## config.mk

```make
export PLATFORM = sky130hd
export DESIGN_NAME = control_alarma
export DESIGN_NICKNAME = d
export VERILOG_FILES = /design/src/rtl/alarma_pkg.sv /design/src/rtl/contador_segundos.sv /design/src/rtl/control_alarma.sv
export SDC_FILE = /design/constraint.sdc
export NUM_CORES = 1
export LEC_CHECK = 0
export BUFFER_PORTS_ARGS = -buffer_cell sky130_fd_sc_hd__buf_2
export CELL_PAD_IN_SITES_DETAIL_PLACEMENT = 0
export CELL_PAD_IN_SITES_GLOBAL_PLACEMENT = 1
export CORE_MARGIN = 3
export CORE_UTILIZATION = 50
export DETAILED_ROUTE_END_ITERATION = 8
export MAX_ROUTING_LAYER = met4
export PLACE_DENSITY = 0.95
export SLEW_MARGIN = 20
export SYNTH_ARGS = -nofsm -noshare
export SYNTH_HDL_FRONTEND = slang
export SYNTH_HIERARCHICAL = 1
export SYNTH_SLANG_ARGS = --single-unit
```

## constraint.sdc

```tcl
create_clock -name clk -period 5.8 [get_ports clk]
set_clock_uncertainty 0.05 [all_clocks]
set_input_delay 0.29 -clock clk [delete_from_list [all_inputs] [get_ports clk]]
set_output_delay 0.29 -clock clk [all_outputs]
set_load 0.05 [all_outputs]
```

## src/rtl/alarma_pkg.sv

```systemverilog
// rtl/alarma_pkg.sv - state encodings and default timing constants for the alarm annunciator
package alarma_pkg;

    typedef enum logic [1:0] {
        IDLE      = 2'd0,
        SONANDO   = 2'd1,
        POSPUESTA = 2'd2
    } estado_t;

    localparam int T_SONAR_DEF      = 60;
    localparam int T_POSPONER_DEF   = 300;
    localparam int MAX_POSPONER_DEF = 3;
    localparam int HOLDOFF_DEF      = 2;
    localparam int CNT_W_DEF        = 10;

endpackage

```

## src/rtl/contador_segundos.sv

```systemverilog
// rtl/contador_segundos.sv - tick-enabled saturating up-counter with sync clear and terminal strobe
module contador_segundos #(
    parameter int CNT_W = 10
) (
    input  logic             clk,
    input  logic             reset,
    input  logic             i_clr,
    input  logic             i_tick,
    input  logic [CNT_W-1:0] i_terminal,
    output logic             o_expira
);

    localparam logic [CNT_W-1:0] CNT_MAX = '1;

    logic [CNT_W-1:0] r_cuenta;
    logic [CNT_W-1:0] w_cuenta_sig;
    logic             r_ultimo;

    always_comb begin
        w_cuenta_sig = r_cuenta;
        if (i_clr)
            w_cuenta_sig = '0;
        else if (i_tick && (r_cuenta != CNT_MAX))
            w_cuenta_sig = r_cuenta + 1'b1;
    end

    // r_ultimo marks "the next tick is the terminal one", so the strobe lands on that tick's cycle
    always_ff @(posedge clk or negedge reset) begin
        if (!reset) begin
            r_cuenta <= '0;
            r_ultimo <= 1'b0;
        end else begin
            r_cuenta <= w_cuenta_sig;
            r_ultimo <= (w_cuenta_sig == (i_terminal - 1'b1));
        end
    end

    assign o_expira = r_ultimo & i_tick;

endmodule

```

## src/rtl/control_alarma.sv

```systemverilog
// rtl/control_alarma.sv - alarm annunciator FSM; define ALARMA_PATRON_EN for 1 s on/off beep pattern
module control_alarma
    import alarma_pkg::*;
#(
    parameter int T_SONAR      = T_SONAR_DEF,
    parameter int T_POSPONER   = T_POSPONER_DEF,
    parameter int MAX_POSPONER = MAX_POSPONER_DEF,
    parameter int HOLDOFF      = HOLDOFF_DEF,
    parameter int CNT_W        = CNT_W_DEF
) (
    input  logic       clk,
    input  logic       reset,
    input  logic [3:0] alarma,
    input  logic       tick_1hz,
    input  logic       btn_apagar,
    input  logic       btn_posponer,
    output logic       rst_alarma,
    output logic       buzzer,
    output logic       led_alerta,
    output logic [1:0] estado,
    output logic [1:0] num_pospuestas
);

    localparam logic [CNT_W-1:0] T_SON_V  = CNT_W'(T_SONAR);
    localparam logic [CNT_W-1:0] T_POS_V  = CNT_W'(T_POSPONER);
    localparam logic [CNT_W-1:0] HOLD_V   = CNT_W'(HOLDOFF);
    localparam logic [1:0]       MAX_P_V  = 2'(MAX_POSPONER);

    estado_t          r_estado, w_estado_sig;
    logic [CNT_W-1:0] r_holdoff, w_holdoff_sig;
    logic [1:0]       r_num, w_num_sig;
    logic             r_rst_alarma, r_buzzer, r_led;
    logic             w_buzzer_sig, w_led_sig, w_pulso, w_clr, w_expira;
    logic [CNT_W-1:0] w_terminal;

    assign w_terminal = (w_estado_sig == POSPUESTA) ? T_POS_V : T_SON_V;

    contador_segundos #(
        .CNT_W (CNT_W)
    ) u_timer (
        .clk        (clk),
        .reset      (reset),
        .i_clr      (w_clr),
        .i_tick     (tick_1hz),
        .i_terminal (w_terminal),
        .o_expira   (w_expira)
    );

    always_ff @(posedge clk or negedge reset) begin
        if (!reset) begin
            r_estado     <= IDLE;
            r_holdoff    <= '0;
            r_num        <= '0;
            r_rst_alarma <= 1'b0;
            r_buzzer     <= 1'b0;
            r_led        <= 1'b0;
        end else begin
            r_estado     <= w_estado_sig;
            r_holdoff    <= w_holdoff_sig;
            r_num        <= w_num_sig;
            r_rst_alarma <= w_pulso & ~r_rst_alarma;
            r_buzzer     <= w_buzzer_sig;
            r_led        <= w_led_sig;
        end
    end

    // Buttons are checked before the timer strobe so they win over a coincident timeout
    always_comb begin
        w_estado_sig  = r_estado;
        w_holdoff_sig = r_holdoff;
        w_num_sig     = r_num;
        w_pulso       = 1'b0;
        w_clr         = 1'b0;
        case (r_estado)
            IDLE: begin
                w_clr = 1'b1;
                if (r_holdoff != '0) begin
                    if (tick_1hz)
                        w_holdoff_sig = r_holdoff - 1'b1;
                end else if (alarma != 4'd0) begin
                    w_estado_sig = SONANDO;
                    w_num_sig    = 2'd0;
                end
            end
            SONANDO: begin
                if (btn_apagar || (btn_posponer && (r_num >= MAX_P_V))) begin
                    w_estado_sig  = IDLE;
                    w_holdoff_sig = HOLD_V;
                    w_pulso       = 1'b1;
                    w_clr         = 1'b1;
                end else if (btn_posponer) begin
                    w_estado_sig = POSPUESTA;
                    w_num_sig    = r_num + 2'd1;
                    w_pulso      = 1'b1;
                    w_clr        = 1'b1;
                end else if (w_expira) begin
                    w_estado_sig  = IDLE;
                    w_holdoff_sig = HOLD_V;
                    w_pulso       = 1'b1;
                    w_clr         = 1'b1;
                end
            end
            POSPUESTA: begin
                if (btn_apagar) begin
                    w_estado_sig  = IDLE;
                    w_holdoff_sig = HOLD_V;
                    w_pulso       = 1'b1;
                    w_clr         = 1'b1;
                end else if (w_expira) begin
                    w_estado_sig = SONANDO;
                    w_clr        = 1'b1;
                end
            end
            default: begin
                w_estado_sig = IDLE;
                w_clr        = 1'b1;
            end
        endcase
    end

`ifdef ALARMA_PATRON_EN
    always_comb begin
        w_buzzer_sig = 1'b0;
        w_led_sig    = (w_estado_sig == POSPUESTA);
        if (w_estado_sig == SONANDO) begin
            if (r_estado != SONANDO)
                w_buzzer_sig = 1'b1;
            else
                w_buzzer_sig = tick_1hz ? ~r_buzzer : r_buzzer;
            w_led_sig = w_buzzer_sig;
        end
    end
`else
    always_comb begin
        w_buzzer_sig = (w_estado_sig == SONANDO);
        w_led_sig    = (w_estado_sig != IDLE);
    end
`endif

    assign rst_alarma     = r_rst_alarma;
    assign buzzer         = r_buzzer;
    assign led_alerta     = r_led;
    assign estado         = r_estado;
    assign num_pospuestas = r_num;

endmodule

```

==> summary.md <==
| Metric | Value |
|---|---|
| Status | `complete, no violations` |
| Max-slew headroom | `0.568` |
| Main synth FF type | `dfrtp_1` |
| GR peak layer | `met2` |
| Residual DRC | `0` |
| First-pass GRT wire length | `8540 µm` |
| Initial core utilization | `0.526` |
| Most common cell on crit path | `nand4_1` |
| GRT Util Overall | `0.202` |
| Fin Setup TNS | `0 ns` |
| Most numerous cell in the Yosys netlist | `dfrtp_1` |
| Post-placement cell count | `340` |
| CTS Buffer Depth | `2` |
| H-tree Lvls | `1` |
| CP top delay family | `simple AND/OR/NAND/NOR gates` |
| Post-CTS Setup Inserts | `0` |
| DRT Wirelength | `4930 µm` |
| Share of the synthesized area in the top cell type | `0.302` |
| WL per Instance | `14.3 µm` |
| Crit path time final | `2.92 ns` |
| Critical path startpoint | `estado[1]$_DFF_PN0_` |
| DRT iter0 DRCs | `242` |
| Met1 usage in global routing | `0.295` |
| Largest area contributor in the netlist | `dfrtp_1` |
| Mapped Area | `0.00232 mm²` |
| Post-CTS Resized | `0` |
| Hold path start | `btn_apagar` |
| PD cells | `357 mW/mm²` |
| Crit end category | `flip-flop` |
| Vias per cell | `5.74` |
| Synthesized instance count | `257` |
| Distinct cells, synth | `72` |
| Max Freq | `343 MHz` |
| Static Leak | `1.07 nW` |
| Async set or reset register ratio after synthesis | `1.00` |
| GP Congestion | `0.934` |
| Startpoint Class | `flip-flop` |
| Fin cells | `345` |
| IO Pins | `16` |
| Final Setup Violations | `0` |
| Die area | `0.00549 mm²` |
| CORE AREA | `0.00441 mm²` |
| Clock Sink Count | `28` |
| Slew @ Worst Pin | `0.649 ns` |
| Post-detail-place hpwl | `3620 µm` |
| Final Hold Viols | `0` |
| Crit share post-route | `0.503` |
| CTS buffer count | `3` |
| GR Util met2 | `0.304` |
| Avg Cell Area, Syn | `9.03 µm²` |
| Top cells by area, synth | `dfrtp_1 (30%), ha_1 (4.9%), xnor2_1 (3.8%), inv_1 (3.1%), nand3_1 (3.0%)` |
| Via count | `1981` |
| Critical Path RT | `5.94 ns` |
| GR Util met3 | `0.0162` |
| ANT nets after route | `0` |
| Num rows | `24` |
| Pin count of the biggest net entering global routing | `29` |
| Worst IR drop on VDD | `0.206 mV` |
| Max Cap Viol | `0` |
| Clock transition at path regs | `0.11 ns` |
| CP Max Fanout | `14` |
| Unrepaired setup endpoints after global routing | `false` |
| Yosys warnings | `6` |
| Worst Hold Class | `in2reg` |
| Die height | `74.1 µm` |
| CTS root buf | `clkbuf_8` |
| Die Wd | `74.1 µm` |
| Drt first pass iters | `4` |
| # port buffers | `15` |
| #FFs+latches synth | `28` |
| CTS tree | `yes` |
| EDFF count, synth | `0` |
| Fin nets | `312` |
| R2R Path Start | `estado[1]$_DFF_PN0_` |
| Share of cells above drive strength 1 | `0.150` |
| Worst stage delay on the critical path | `0.62 ns` |
| Initial antenna violation count | `0` |
| Ant diodes | `0` |
| Top cells by count, synth | `dfrtp_1 (28), inv_1 (19), nand3_1 (14)` |
| Worst skew pair latency | `0.28 ns` |
| Setup CP Type | `reg2reg` |
| Pins over their slew limit | `0` |
| Buf+Inv Stages, Crit Path | `1` |
| Layout area overhead | `10.5%` |
| Hold buffers post-CTS | `1` |
| Critical path's slowest cell | `a2111oi_1` |
| Sequential element share of the synthesized area | `0.302` |
| Critical path, cell by cell | `inv_1 > ha_1 > nand2b_1 > a2111oi_1 > nand4_1 > nand4_1 > mux2i_1 > nor4b_2` |
| Vias in the first global route | `1788` |
| GR Overflow Total | `0` |
| Crit path DAT | `3.06 ns` |
sequential cells by signal (all words and copies together) (netlist names):
name and count:
u_timer/r_ultimo 1, led_alerta 1, rst_alarma 1, num_pospuestas 2
u_timer/r_cuenta 10, estado 2, buzzer 1, r_holdoff 10
layer usage:
| metal | wire [µm] | up-vias |
|---|---|---|
| li1 | - | 1009 |
| met1 | 2500 | 927 |
| met2 | 2190 | 43 |
| met3 | 203 | 2 |
| met4 | 31 | 0 |
| met5 | 0 | - |
area by class of cell:
class,instances,area [µm²]
Timing Repair Buffer,16,85.1
Clock buffer,3,41.3
Inverter,19,71.3
Multi-Input combinational cell,226,1570
Clock inverter,1,30.0
Sequential cell,28,701
Fill cell,430,1850
Tap cell,52,65.1
worst paths after layout:
kind	slack (ns)	cells after the start	endpoint
hold reg to reg	0.41	1	rst_alarma$_DFF_PN0_
setup / recovery	2.88	8	u_timer/r_ultimo$_DFF_PN0_
setup reg to reg	2.88	8	u_timer/r_ultimo$_DFF_PN0_
hold / removal	0.33	3	rst_alarma$_DFF_PN0_
max in group asynchronous	4.76	2	u_timer/r_ultimo$_DFF_PN0_
min in group asynchronous	0.52	2	num_pospuestas[1]$_DFFE_PN0P_
worst reg2reg max path, stage by stage (launching register included):
cell	delay, ns
dfrtp_1	0.49
inv_1	0.10
ha_1	0.53
nand2b_1	0.41
a2111oi_1	0.62
nand4_1	0.15
nand4_1	0.13
mux2i_1	0.09
nor4b_2	0.26
metrics by stage:
stage                     utilization  setup WS (ns)  instance area (µm²)  hold slack, ns  power, mW
after floorplan                     -           3.12                 2420         -0.0556      0.673
after global placement          0.562           3.00                 2480           0.304      0.746
after detailed placement        0.562           2.96                 2480           0.305      0.756
after CTS                       0.580           2.89                 2560           0.317      0.916
after global routing            0.580           2.45                 2560           0.318      0.988
final                           0.580           2.88                 2560           0.333      0.915
cell usage in the layout, fill, tap and decap left out, types with 3 or more instances in the layout:
| cell type | count |
|---|---|
| a21o_1 | 3 |
| a21oi_1 | 11 |
| a31oi_1 | 5 |
| and3_1 | 3 |
| buf_2 | 15 |
| clkbuf_8 | 3 |
| conb_1 | 30 |
| dfrtp_1 | 28 |
| ha_1 | 9 |
| inv_1 | 19 |
| mux2_2 | 3 |
| mux2i_1 | 3 |
| nand2_1 | 11 |
| nand3_1 | 14 |
| nand4_1 | 6 |
| nor2_1 | 13 |
| nor2b_1 | 8 |
| nor3_1 | 11 |
| nor3b_1 | 3 |
| nor4_1 | 5 |
| o211a_1 | 3 |
| o211ai_1 | 9 |
| o21ai_0 | 5 |
| or3_1 | 4 |
| xnor2_1 | 10 |
| xor2_1 | 3 |
cell families (layout without fill, tap and decap cells):
kind of cell	Yosys count	count (layout)	synth area share
buffers and inverters	31	39	0.0669
AO/OA/AOI/OAI	61	61	0.210
multiplexers	7	7	0.0340
flip-flops	28	28	0.302
other	2	30	0.00324
AND/OR/NAND/NOR	106	106	0.286
XOR/XNOR	13	13	0.0491
adder cells (fa/ha/maj)	9	9	0.0485
where the power goes:
group          internal (mW)  total, mW  switching [mW]  leakage (nW)
combinational          0.181      0.471           0.290         0.680
sequential             0.236      0.286          0.0502         0.356
clock                 0.0924      0.158          0.0652        0.0357
No activity file was read; power rests on OpenSTA's default activity.
